### src/rtl/pwm_dac_driver.sv
// PWM DAC driver: latches one sample per PWM period and emits a registered pulse plus a period strobe.
// Define PWM_CENTER_ALIGNED_EN for up/down (center-aligned) counting; the default is an edge-aligned sawtooth.
module pwm_dac_driver #(
    parameter int WIDTH = 8,
    parameter int DIV   = 1
) (
    input  logic             clk,
    input  logic             rst,
    input  logic             en,
    input  logic [WIDTH-1:0] din,
    output logic             pwm,
    output logic             period_done,
    output logic [WIDTH-1:0] duty
);
    localparam int               PRE_W    = 16;
    localparam logic [PRE_W-1:0] PRE_LAST = PRE_W'(DIV - 1);
    localparam logic [PRE_W-1:0] PRE_ONE  = PRE_W'(1);
    localparam logic [WIDTH-1:0] CNT_MAX  = {WIDTH{1'b1}};
    localparam logic [WIDTH-1:0] CNT_ONE  = WIDTH'(1);

    logic [PRE_W-1:0] pre_cnt_q, pre_cnt_d;
    logic [WIDTH-1:0] pwm_cnt_q, pwm_cnt_d;
    logic [WIDTH-1:0] duty_q, duty_d;
    logic             pwm_q, pwm_d;
    logic             done_q, done_d;
    logic             tick;
    logic             wrap;

    assign tick = en && (pre_cnt_q == PRE_LAST);

    always_comb begin
        pre_cnt_d = pre_cnt_q;
        if (en) begin
            pre_cnt_d = tick ? '0 : pre_cnt_q + PRE_ONE;
        end
    end

`ifdef PWM_CENTER_ALIGNED_EN
    logic dir_down_q, dir_down_d;

    // Triangle count: up to CNT_MAX, back down to 1; the 1->0 step closes the period.
    always_comb begin
        pwm_cnt_d  = pwm_cnt_q;
        dir_down_d = dir_down_q;
        wrap       = 1'b0;
        if (tick) begin
            if (!dir_down_q) begin
                if (pwm_cnt_q == CNT_MAX) begin
                    pwm_cnt_d  = pwm_cnt_q - CNT_ONE;
                    dir_down_d = 1'b1;
                end else begin
                    pwm_cnt_d = pwm_cnt_q + CNT_ONE;
                end
            end else begin
                pwm_cnt_d = pwm_cnt_q - CNT_ONE;
                if (pwm_cnt_q == CNT_ONE) begin
                    dir_down_d = 1'b0;
                    wrap       = 1'b1;
                end
            end
        end
    end

    always_ff @(posedge clk or posedge rst) begin
        if (rst) begin
            dir_down_q <= 1'b0;
        end else begin
            dir_down_q <= dir_down_d;
        end
    end
`else
    always_comb begin
        pwm_cnt_d = pwm_cnt_q;
        wrap      = tick && (pwm_cnt_q == CNT_MAX);
        if (tick) begin
            pwm_cnt_d = pwm_cnt_q + CNT_ONE;
        end
    end
`endif

    // Sample is taken only at wrap so a mid-period din change cannot produce a partial pulse.
    always_comb begin
        duty_d = wrap ? din : duty_q;
        done_d = wrap;
        pwm_d  = en && (pwm_cnt_q < duty_q);
    end

    always_ff @(posedge clk or posedge rst) begin
        if (rst) begin
            pre_cnt_q <= '0;
            pwm_cnt_q <= '0;
            duty_q    <= '0;
            pwm_q     <= 1'b0;
            done_q    <= 1'b0;
        end else begin
            pre_cnt_q <= pre_cnt_d;
            pwm_cnt_q <= pwm_cnt_d;
            duty_q    <= duty_d;
            pwm_q     <= pwm_d;
            done_q    <= done_d;
        end
    end

    assign pwm         = pwm_q;
    assign period_done = done_q;
    assign duty        = duty_q;

endmodule
### config.mk
export PLATFORM = sky130hd
export DESIGN_NAME = pwm_dac_driver
export DESIGN_NICKNAME = d
export VERILOG_FILES = /design/src/rtl/pwm_dac_driver.sv
export SDC_FILE = /design/constraint.sdc
export NUM_CORES = 1
export LEC_CHECK = 0
export ABC_CLOCK_PERIOD_IN_PS = 1700
export CAP_MARGIN = 25
export CORE_UTILIZATION = 49
export CTS_CLUSTER_SIZE = 25
export DETAILED_ROUTE_END_ITERATION = 12
export GPL_TIMING_DRIVEN = 1
export PLACE_DENSITY = 0.81
export SLEW_MARGIN = 10
export SYNTH_ARGS = -nofsm -noshare
export SYNTH_HDL_FRONTEND = slang
export SYNTH_SLANG_ARGS = --single-unit
### constraint.sdc
create_clock -name clk -period 1.7 [get_ports clk]
set_clock_uncertainty 0.1 [all_clocks]
set_input_delay 0.255 -clock clk [delete_from_list [all_inputs] [get_ports clk]]
set_output_delay 0.255 -clock clk [all_outputs]
set_load 0.01 [all_outputs]
==> flow_summary_export.csv <==
group,metric,value,unit
run_status,outcome,"complete, but fails checks",
run_status,failed_checks,"negative setup slack",
clock_tree,cts_tree,"done",
worst_setup_path,path_depth,5,
worst_setup_path,cp_data_required_time,1.83,ns
logic_synthesis,synthFlopType,"dfrtp_1",
worst_setup_path,critPathMaxFanout,9,
worst_setup_path,critPathCaptureType,"register",
die,rows,20,
logic_synthesis,synth_edf_count,0,
logic_synthesis,synthesis.nets,167,
placement,gp_congestion,0.8026,
worst_setup_path,critPathLaunch,"pwm_cnt_q[1]",
route,drt-wirelength-per-cell,16.06,um
worst_setup_path,cp_top_family,"simple AND/OR/NAND/NOR gates",
logic_synthesis,synthMuxAreaShare,6.072,%
die,die-height,60.37,um
die,core_area,3153,um^2
flow_run,drv_cap,0,
global_route,overflow,0,
die,start_util,52.94,%
worst_hold_path,hp-class,"primary input to asynchronous set/reset pin",
worst_setup_path,crit_slowest_cell,"dfrtp_1",
clock_tree,h-tree-depth,2,
worst_setup_path,rr_startpoint,"pwm_cnt_q[1]",
logic_synthesis,synth_xor_area_share,11.02,%
global_route,globalRouteTotalUtil,25.11,%
logic_synthesis,async_flop_share,100.0,%
logic_synthesis,postSynthAreaPerCell,11.43,um^2
placement,post-dp-hpwl,2554,um
placement,portBuffers,20,
pwr,powerDensity,1023,nW/um^2
sta,slew_violations,0,
pwr,total_power,2.395,mW
logic_synthesis,synth_fa_ha_area_share,7.496,%
sta,setup_viol,17,
global_route,antenna_found_initial,0,
final_layout,drive_gt1_share,34.13,%
worst_setup_path,worstSetupPathType,"register to register",
sta,period_share,107.0,%
sta,timing.hold.ws,0.2115,ns
route,firstDrtPassIters,4,
route,routed_wl,4046,um
final_layout,fillers,218,
route,vias,1356,
placement,dp_slack,-0.3322,ns
pwr,irDropWorstVdd,0.5169,mV
clock_tree,numCtsBuffers,5,
final_layout,areaGrowthSynthToFinish,40.33,%
route,drtIter0Drc,36,
final_layout,fin_area,2342,um^2
logic_synthesis,synthSimpleGateAreaFrac,17.17,%
final_layout,antenna_cells,0,
logic_synthesis,synth_seq_cells,34,
logic_synthesis,syn_inst,146,
clock_tree,cts_buffer_depth,2,
clock_tree,clockRootBuffer,"clkbuf_4",
route,viasPerCell,5.381,
global_route,grt_max_degree,35,
worst_setup_path,cp.arrival,1.95,ns
worst_setup_path,reg2regPathDepth,5,
sta,fin_crit,1.819,ns
sta,hold_violations,0,
logic_synthesis,synth_compound_area_share,2.999,%
die,die_x,60.37,um
pwr,p_leak,1.134,nW
sta,worst_slack,-0.1192,ns
logic_synthesis,synth_area,1669,um^2
global_route,grt_pass1_wl,6348,um
logic_synthesis,synth_top_family_by_area,"simple AND/OR/NAND/NOR gates",
clock_tree,clock_sinks,34,
placement,placed_area,2100,um^2
die,io_pins,21,
route,route.detailed.drc,0,
worst_setup_path,start_kind,"register",
clock_tree,clk_pin_slew,0.10,ns
sta,max_slew_margin,71.30,%
route,drtAntennaViolNets,0,
worst_setup_path,cp_cell_sequence,"ha_1 > nand4_1 > nor2_2 > nand2_8 > mux2_4",
clock_tree,clk_latency,0.34,ns
logic_synthesis,netlist-cell-type-count,31,
sta,worstMarginPinSlew,0.4305,ns
logic_synthesis,yosysSeqAreaShare,50.97,%
sta,fmaxAchievable,0.5497,GHz
sta,rsz0062_at_grt,"yes",
worst_setup_path,cp_slowest_stage_delay,0.49,ns
worst_setup_path,worst-path-buf-inv,0,
final_layout,final_nets,230,
global_route,grt_pass1_vias,1387,
logic_synthesis,ys_warn_count,0,
die,dieArea,3644,um^2
## metal layers
| metal | GRT usage (%) | wire [um] | vias to the layer above | part of all wire (%) |
|---|---|---|---|---|
| met5 | 0 | 0 | - | 0 |
| met4 | 16.28 | 168 | 0 | 4.2 |
| met3 | 6.397 | 204 | 22 | 5.0 |
| met2 | 43.49 | 2133 | 50 | 53 |
| met1 | 27.20 | 1539 | 656 | 38 |
| li1 | - | - | 628 | - |
## what timing repair did
item	CTS	global route
setup endpoints to repair	16	23
setup buffers	8	4
pin swaps	3	8
hold buffers	0	0
gates cloned	1	0
resized for setup	19	5
## worst register-to-register path, stage by stage, from the launching register on
cell	delay, ns
dfrtp_1	0.49
ha_1	0.28
nand4_1	0.17
nor2_2	0.25
nand2_8	0.12
mux2_4	0.31
## state kept, by name (all words and copies together), names as in the netlist
register	flops
pre_cnt_q	16
duty	8
pwm_cnt_q	8
period_done	1
pwm	1
## cells in the mapped netlist (3+ instances only)
cell type	n	area, um^2
nand3_1	5	25.02
nand4_1	10	62.56
dfrtp_1	34	850.8
mux2_2	6	67.56
xnor2_1	13	113.9
mux2_1	3	33.78
inv_1	12	45.04
xor2_1	8	70.07
nor2_1	10	37.54
nand2_1	10	37.54
ha_1	10	125.1
## through the flow
stage	setup TNS, ns	util [%]	instances
2_1_floorplan	0	-	146
3_3_place_gp	-4.527	66.59	233
3_5_place_dp	-5.616	66.59	233
4_1_cts	-0.09487	72.58	248
5_1_grt	-1.977	74.29	252
6_report	-1.084	74.29	252
## where the power goes
group	internal [mW]	leakage [nW]	total (mW)	switching (mW)
Clock	0.186	0.0302	0.450	0.264
Sequential	0.922	0.460	1.04	0.122
Combinational	0.501	0.644	0.901	0.401
Total	1.61	1.13	2.40	0.786
## cell families after synthesis
group           count (synthesis)
mux                             9
xor+xnor                       21
fa+ha+maj                      10
flops                          34
simple gates                   50
buf+inv                        15
compound gates                  7
## path summary, 6_finish.rpt
check | endpoint | slack [ns]
setup / recovery | duty[7] | -0.12
hold / removal | duty[0] | 0.21
setup reg to reg | duty[7] | -0.12
hold reg to reg | pre_cnt_q[15] | 0.40
max in group asynchronous | pre_cnt_q[6] | 0.98
min in group clk | pre_cnt_q[15] | 0.40
## layout by cell type, fill, tap and decap left out, types with 2 or more instances in the layout
cell type | netlist | routed
buf_4 | 2 | 37
dfrtp_1 | 34 | 34
clkdlybuf4s50_1 | 0 | 20
xnor2_1 | 13 | 13
nand4_1 | 10 | 10
nand2_1 | 10 | 10
inv_1 | 12 | 10
nor2_1 | 10 | 9
xor2_1 | 8 | 8
ha_1 | 10 | 7
mux2_2 | 6 | 5
clkbuf_4 | 0 | 5
nand3_1 | 5 | 4
mux2_4 | 0 | 4
nor4_1 | 2 | 2
inv_2 | 0 | 2
o22ai_1 | 2 | 2
nand2b_1 | 2 | 2
ha_4 | 0 | 2
## layout make-up
class / instances / area [um^2] / area share (%)
multi-input combinational: 97 / 845.8 / 36.11
sequential: 34 / 850.8 / 36.32
timing repair buffer: 59 / 494.2 / 21.10
tap: 44 / 55.05 / 2.350
clock buffer: 6 / 51.30 / 2.190
inverter: 12 / 45.04 / 1.923
Power figures use the tool's default switching activity.
